--- src/rtl/data_mem_arb_pkg.sv ---
// data_mem_arb_pkg
//   Shared types and default widths for the DataRam arbiter.
//   ARB_ADDR_W / ARB_DATA_W : default address / data widths.
//   arb_state_t             : arbiter FSM encoding.
//   mem_req_t               : command latched from the winning port.
//                             Sized from the package widths, so a
//                             top-level width override must change
//                             these defaults as well.
package data_mem_arb_pkg;

    localparam int unsigned ARB_ADDR_W = 8;
    localparam int unsigned ARB_DATA_W = 8;

    typedef enum logic [1:0] {
        IDLE   = 2'd0,
        ACCESS = 2'd1,
        RESP   = 2'd2
    } arb_state_t;

    typedef struct packed {
        logic                  we;
        logic [ARB_ADDR_W-1:0] addr;
        logic [ARB_DATA_W-1:0] wdata;
    } mem_req_t;

endpackage

--- src/rtl/arb_rr2.sv ---
// arb_rr2
//   Combinational two-way request picker.
//   req_i[1:0]   : per-port request.
//   last_owner_i : port served by the previous access.
//   winner_o     : selected port (only meaningful when |req_i).
//   conflict_o   : both ports requesting in this cycle.
//   FIXED_PRI    : 1 = port 0 wins every tie, 0 = alternate on ties.
module arb_rr2 #(
    parameter bit FIXED_PRI = 1'b0
) (
    input  logic [1:0] req_i,
    input  logic       last_owner_i,
    output logic       winner_o,
    output logic       conflict_o
);

    always_comb begin
        conflict_o = &req_i;
        winner_o   = 1'b0;
        case (req_i)
            2'b10:   winner_o = 1'b1;
            // On a tie round-robin hands the slot to whoever did not go last.
            2'b11:   winner_o = FIXED_PRI ? 1'b0 : ~last_owner_i;
            default: winner_o = 1'b0;
        endcase
    end

endmodule

--- src/rtl/data_mem_arbiter.sv ---
// data_mem_arbiter
//   Shares the single-port DataRam between the load/store unit (port 0)
//   and the loader/debug port (port 1). Every access runs
//   IDLE -> ACCESS -> (RESP for reads) -> IDLE.
//   CLK, Reset            : clock, synchronous active-high reset.
//   req, we               : per-port request / write enable (bit = port).
//   addr0/1, wdata0/1     : per-port address and write data.
//   gnt                   : one-cycle pulse while the port's access is issued.
//   rvalid, rdata         : one-cycle read-return pulse and shared read data.
//   conflict_cnt          : saturating count of sampled ties.
//   MemRead, MemWrite     : DataRam strobes, forced low while Reset is high.
//   DataSrcA, DataSrcB    : DataRam address / write data.
//   DataMemOut            : DataRam read data, valid the cycle after MemRead.
module data_mem_arbiter
    import data_mem_arb_pkg::*;
#(
    parameter int unsigned ADDR_W    = ARB_ADDR_W,
    parameter int unsigned DATA_W    = ARB_DATA_W,
    parameter bit          FIXED_PRI = 1'b0
) (
    input  logic              CLK,
    input  logic              Reset,
    input  logic [1:0]        req,
    input  logic [1:0]        we,
    input  logic [ADDR_W-1:0] addr0,
    input  logic [ADDR_W-1:0] addr1,
    input  logic [DATA_W-1:0] wdata0,
    input  logic [DATA_W-1:0] wdata1,
    output logic [1:0]        gnt,
    output logic [1:0]        rvalid,
    output logic [DATA_W-1:0] rdata,
    output logic [7:0]        conflict_cnt,
    output logic              MemRead,
    output logic              MemWrite,
    output logic [ADDR_W-1:0] DataSrcA,
    output logic [DATA_W-1:0] DataSrcB,
    input  logic [DATA_W-1:0] DataMemOut
);

    arb_state_t        state_q, state_d;
    mem_req_t          cmd_q, cmd_d;
    logic              owner_q, owner_d;
    logic              last_owner_q, last_owner_d;
    logic [1:0]        rvalid_q, rvalid_d;
    logic [DATA_W-1:0] rdata_q, rdata_d;
    logic [7:0]        cnt_q, cnt_d;
    logic              winner;
    logic              conflict;

    arb_rr2 #(
        .FIXED_PRI (FIXED_PRI)
    ) u_pick (
        .req_i        (req),
        .last_owner_i (last_owner_q),
        .winner_o     (winner),
        .conflict_o   (conflict)
    );

    // State register.
    always_ff @(posedge CLK) begin
        if (Reset) begin
            state_q <= IDLE;
        end else begin
            state_q <= state_d;
        end
    end

    // Datapath registers; reset drops any latched command and pending rvalid.
    always_ff @(posedge CLK) begin
        if (Reset) begin
            cmd_q        <= '0;
            owner_q      <= 1'b0;
            last_owner_q <= 1'b1;
            rvalid_q     <= '0;
            rdata_q      <= '0;
            cnt_q        <= '0;
        end else begin
            cmd_q        <= cmd_d;
            owner_q      <= owner_d;
            last_owner_q <= last_owner_d;
            rvalid_q     <= rvalid_d;
            rdata_q      <= rdata_d;
            cnt_q        <= cnt_d;
        end
    end

    // Next-state and datapath update.
    always_comb begin
        state_d      = state_q;
        cmd_d        = cmd_q;
        owner_d      = owner_q;
        last_owner_d = last_owner_q;
        rvalid_d     = '0;
        rdata_d      = rdata_q;
        cnt_d        = cnt_q;
        case (state_q)
            IDLE: begin
                if (|req) begin
                    state_d     = ACCESS;
                    owner_d     = winner;
                    cmd_d.we    = winner ? we[1] : we[0];
                    cmd_d.addr  = winner ? addr1 : addr0;
                    cmd_d.wdata = winner ? wdata1 : wdata0;
                    if (conflict && (cnt_q != 8'hFF)) begin
                        cnt_d = cnt_q + 8'd1;
                    end
                end
            end
            ACCESS: begin
                last_owner_d = owner_q;
                state_d      = cmd_q.we ? IDLE : RESP;
            end
            RESP: begin
                state_d           = IDLE;
                rdata_d           = DataMemOut;
                rvalid_d[owner_q] = 1'b1;
            end
            default: state_d = IDLE;
        endcase
    end

    // Outputs.
    always_comb begin
        gnt      = '0;
        MemRead  = 1'b0;
        MemWrite = 1'b0;
        DataSrcA = '0;
        DataSrcB = '0;
        if (state_q == ACCESS) begin
            gnt[owner_q] = 1'b1;
            DataSrcA     = cmd_q.addr;
            DataSrcB     = cmd_q.wdata;
            MemWrite     = cmd_q.we & ~Reset;
            MemRead      = ~cmd_q.we & ~Reset;
        end
    end

    assign rvalid       = rvalid_q;
    assign rdata        = rdata_q;
    assign conflict_cnt = cnt_q;

endmodule

--- config.mk ---
export PLATFORM = sky130hd
export DESIGN_NAME = data_mem_arbiter
export DESIGN_NICKNAME = d
export VERILOG_FILES = /design/src/rtl/data_mem_arb_pkg.sv /design/src/rtl/arb_rr2.sv /design/src/rtl/data_mem_arbiter.sv
export SDC_FILE = /design/constraint.sdc
export NUM_CORES = 1
export LEC_CHECK = 0
export CAP_MARGIN = 10
export CORE_UTILIZATION = 37
export DETAILED_ROUTE_END_ITERATION = 8
export GPL_TIMING_DRIVEN = 1
export PLACE_DENSITY = 0.76
export SLEW_MARGIN = 20
export SYNTH_ARGS = -nofsm -noshare
export SYNTH_HDL_FRONTEND = slang
export SYNTH_SLANG_ARGS = --single-unit
--- constraint.sdc ---
create_clock -name CLK -period 1.4 [get_ports CLK]
set_input_delay 0.21 -clock CLK [delete_from_list [all_inputs] [get_ports CLK]]
set_output_delay 0.21 -clock CLK [all_outputs]
set_load 0.02 [all_outputs]
**Word-level counts from Yosys, hierarchy flattened**

Cells that the tools add are included.

- Reductions and logical operators: 8
- Magnitude comparators: 2
- Add/subtract/negate cells: 1
- Equality and inequality tests: 6
- Bitwise gates (word level): 6
- Muxes and demuxes: 14

Operator list:

| kind | count |
|---|---|
| $mux 8 | 4 |
| $add 8x1->8 const B | 1 |
| $ne 8x8->1 const B | 1 |
| $eq 2x2->1 const B | 3 |
| $mux 2 | 3 |
| $mux 1 | 4 |
| $not 1->1 | 4 |
| $pmux 2 s2 | 1 |
| $reduce_and 2->1 | 2 |
| $reduce_or 2->1 | 2 |
| $reduce_and 3->1 | 1 |
| $and 1x1->1 | 2 |
| $eq 2x1->1 const B | 1 |
| $logic_and 1x1->1 | 2 |
| $logic_not 2->1 | 1 |
| $lt 1x2->1 const B | 1 |
| $ne 2x2->1 const B | 1 |
| $pmux 1 s2 | 1 |
| $demux 1 s1 | 1 |
| $ge 1x1->1 const B | 1 |

- Output and inout bits: 38
- Register bits after elaboration: 39
- Bits of input ports: 46

**Longest topological paths before layout**

- Depth in word-level cells: 5
- Gate-level depth with buffers: 6
- Depth with buffers taken out: 5

**Modules after synthesis**

From an unflattened synthesis, not the netlist that was laid out.

- Cells, all modules: 204
- Area total of the unflattened synthesis: 1762.9 um2

Modules (own cells, without submodules):

| module | area each (um2) | cells an instance | times used |
|---|---|---|---|
| data_mem_arbiter | 1745.4 | 202 | 1 |
| arb_rr2 | 17.5 | 2 | 1 |

**Worst setup path after synthesis**

Ideal clock, no wire load.

- Kind: flip-flop to flip-flop
- Start: register cnt_q[0], in the netlist conflict_cnt[0]
- End: register cnt_q[1], in the netlist conflict_cnt[1]
- Path buffers: 0
- Data required time: 1.272 ns
- Slack: -0.171 ns
- Stages on the path, launching flop included: 6
- Arrival time: 1.443 ns
- Clock period less this slack: 1.571 ns
- Cells stage by stage: dfxtp_1 -> ha_1 -> nand3_1 -> o21ai_0 -> mux2i_1 -> nor2_1

- Word-level cells in the longest chain between the ends: 3
- Elaborated cells between the ends (all ways): 4
- Those cells by class: 1 x add/sub; 1 x eq/ne; 2 x reduce/logical

RTL lines:

| what | line | RTL |
|---|---|---|
| start: declaration | data_mem_arbiter.sv:46 | `logic [7:0] cnt_q, cnt_d;` |
| start signal: assignment | data_mem_arbiter.sv:83 | `cnt_q <= cnt_d;` |
| parallel branches: the longest is 3 deep, another holds $add 8x1->8 | n/a |  |

Parallel ways; which one is timed is not known.
A chain may end at the register's enable or synchronous reset.

**Worst setup path in the final report**

- Start: register state_q[1]
- End: register cnt_q[3], in the netlist conflict_cnt[3]

- Word-level cells in the longest chain between the ends: 2

RTL lines:

| what | line | RTL |
|---|---|---|
| start: declaration | data_mem_arbiter.sv:40 | `arb_state_t state_q, state_d;` |
| start signal: assignment | data_mem_arbiter.sv:64 | `state_q <= state_d;` |
| $logic_not 2->1 | data_mem_arbiter.sv:96 | `case (state_q)` |
| $reduce_and 3->1 (no line) | n/a |  |

Every way passes these cells.

==> results.yml <==
synthesis:
  synth.largest_area_cell: "dfxtp_1"
  synthCells: 200
  syn_nets: 247
  synth_top_area_share_pct: 43.5
  synth_edf_count: 0
  synth_cell_types: 35
  synth.yosys.seq_area_share_pct: 43.5
  async_flop_share_pct: 0
  synth_flop_cell: "dfxtp_1"
  synth_area_leaders: "dfxtp_1 43%, mux2i_1 11%, a211oi_1 7.1%, and2_1 6.3%, nor2_1 6.1%"
  netlist_area_um2: 1800
  yosys_warnings: 0
  syn_avg_cell_area_um2: 8.98
  yosys.cell_count.top_type: "dfxtp_1"
  netlist_top_cells_count: "39 x dfxtp_1, 29 x nor2_1, 20 x mux2i_1, 20 x nand2_1, 18 x and2_1"
  ys_seq_elements: 39
flow_run:
  maxCapViolations: 0
final_layout:
  diodes: 0
  fin_nets: 341
  drive_gt1_share_pct: 20.4
  area_growth_pct: 57.0
pwr:
  vdd_drop_max_uv: 609
  leakagePower_nw: 1.26
  finalPower_mw: 2.58
  power_density_nw_per_um2: 916
drt:
  drt-initial-drc-count: 75
  via_per_inst: 4.95
  dr.pass1.iters: 4
  avgRoutedWirePerCell_um: 12.8
  wirelength_um: 4420
  num_vias: 1713
  drc: 0
  ant_nets: 0
cts:
  cts_inserted_buffers: 5
  cts.hold.buffers_added: 0
  clock_sink_count: 39
  path_clk_slew_ns: 0.07
  cts_root_buf: "clkbuf_8"
  clk_path_buf_depth: 2
  clkLatencyLatePin_ns: 0.28
  cts_tree: "yes"
  htree_levels: 2
placement:
  hpwlAfterDp_um: 3180
  io_buffer_count: 83
  place_ws_ns: -0.351
  place.gp.congestion: 0.749
floorplan:
  die_w_um: 71.7
  core_area_um2: 4500
  die_h_um: 71.7
  io-pin-count: 84
  start_util_pct: 39.9
  die-area_um2: 5140
  rows: 24
setup_path:
  cp-end-kind: "flip-flop"
  cp.required_ns: 1.57
  start_kind: "flip-flop"
  critPathMaxFanout: 4
  crit_type: "flip-flop to flip-flop"
  crit_arrival_ns: 1.70
timing:
  fin_worst_skew_ns: 0.00527
  finalCritPeriodShare_pct: 109
  period_minus_slack_ns: 1.53
  fmax_mhz: 652
  report.final.hold_viol_count: 0
  maxSlewViolCount: 0
  fin_ws_ns: -0.133
  setup_viol: 19
  relSlewSlack_pct: 63.3
  worst_pin_slew_ns: 0.550
  grt_setup_unrepaired: "yes"
grt:
  grt_pass1_wl_um: 7150
  grt_overflow: 0
  track_usage_pct: 17.8
  grt_max_degree: 40
  antenna_found_initial: 0
  grt_pass1_vias: 1564
run_status:
  violations: "setup timing"
  status: "complete, but fails checks"
hold_path:
  min_path_type: "flip-flop to flip-flop"
-- cells by family (layout without fill, tap and decap cells) --
kind of cell	count (synthesis)	after routing	synth area share (%)
AO/OA/AOI/OAI	37	37	14.5
multiplexers	21	21	12.0
flip-flops	39	39	43.5
AND/OR/NAND/NOR	86	86	23.8
buffers and inverters	14	108	4.53
adder cells (fa/ha/maj)	1	1	0.697
XOR/XNOR	2	2	0.976
-- report_power, final --
group / internal [mW] / total [mW] / switching [mW]
sequential: 1.19 / 1.23 / 0.0410
clock: 0.386 / 0.753 / 0.367
combinational: 0.325 / 0.597 / 0.273
-- registers in the layout, summed over array words and instances, names as in the netlist --
register and cells:
owner_q 1, last_owner_q 1, conflict_cnt 8, rvalid 2, rdata 8, state_q 2, cmd_q 17
-- layer usage --
layer | up-vias | track usage [%] | share of wire, %
met1 | 782 | 21.2 | 44
met3 | 2 | 4.36 | 4.5
met5 | - | 0 | 0
met4 | 0 | 6.54 | 0.77
li1 | 885 | - | -
met2 | 44 | 31.1 | 51
-- cells in the final DEF (no fill, tap or decap), types with 2 or more instances in the layout --
master            n
clkbuf_8          6
a211oi_1         17
buf_12            3
nor3_1            3
xor2_1            2
buf_4            14
and2_1           17
dfxtp_2           4
a21oi_1           8
dfxtp_1          35
buf_2            16
mux2i_1          20
nand2_1          20
nor2b_1           2
clkdlybuf4s50_1  45
dlygate4sd2_1    17
buf_6             5
nand3_1           3
nand4_1           3
nor2_1           29
-- through the flow --
stage	hold slack, ns	TNS, ns	util [%]	area (um2)	cells
2_1_floorplan	0.346	-0.0183	-	1800	200
3_3_place_gp	0.443	-9.67	61.8	2780	338
3_5_place_dp	0.450	-10.10	61.8	2780	338
4_1_cts	0.457	-1.83	61.8	2780	346
5_1_grt	0.479	-4.23	62.6	2820	346
6_report	0.453	-1.80	62.6	2820	346
-- worst max-delay path: stages, from the launching register on --
cell and delay, ns:
dfxtp_2 0.33, buf_6 0.11, and4bb_4 0.33, and3_4 0.19
o211a_1 0.15, mux2_4 0.30
-- layout make-up --
type	count	area, um2
Multi-Input combinational cell	147	967
Clock buffer	6	82.6
Fill cell	396	1690
Tap cell	52	65.1
Sequential cell	39	786
Clock inverter	1	5.00
Timing Repair Buffer	101	913
-- worst paths after layout --
check                                 from               to  slack [ns]  cells after the start
worst min-delay path              rdata[1]         rdata[1]        0.45                      2
worst max register to register  state_q[1]  conflict_cnt[3]       -0.13                      5
worst max-delay path            state_q[1]  conflict_cnt[3]       -0.13                      5
worst min register to register    rdata[1]         rdata[1]        0.45                      2
-- what timing repair did --
item	in CTS	in global routing
endpoints found under the setup margin	39	50
gates resized for setup	104	12
buffers inserted	1	1
pin swaps	3	5
No activity file was read; power rests on OpenSTA's default activity.
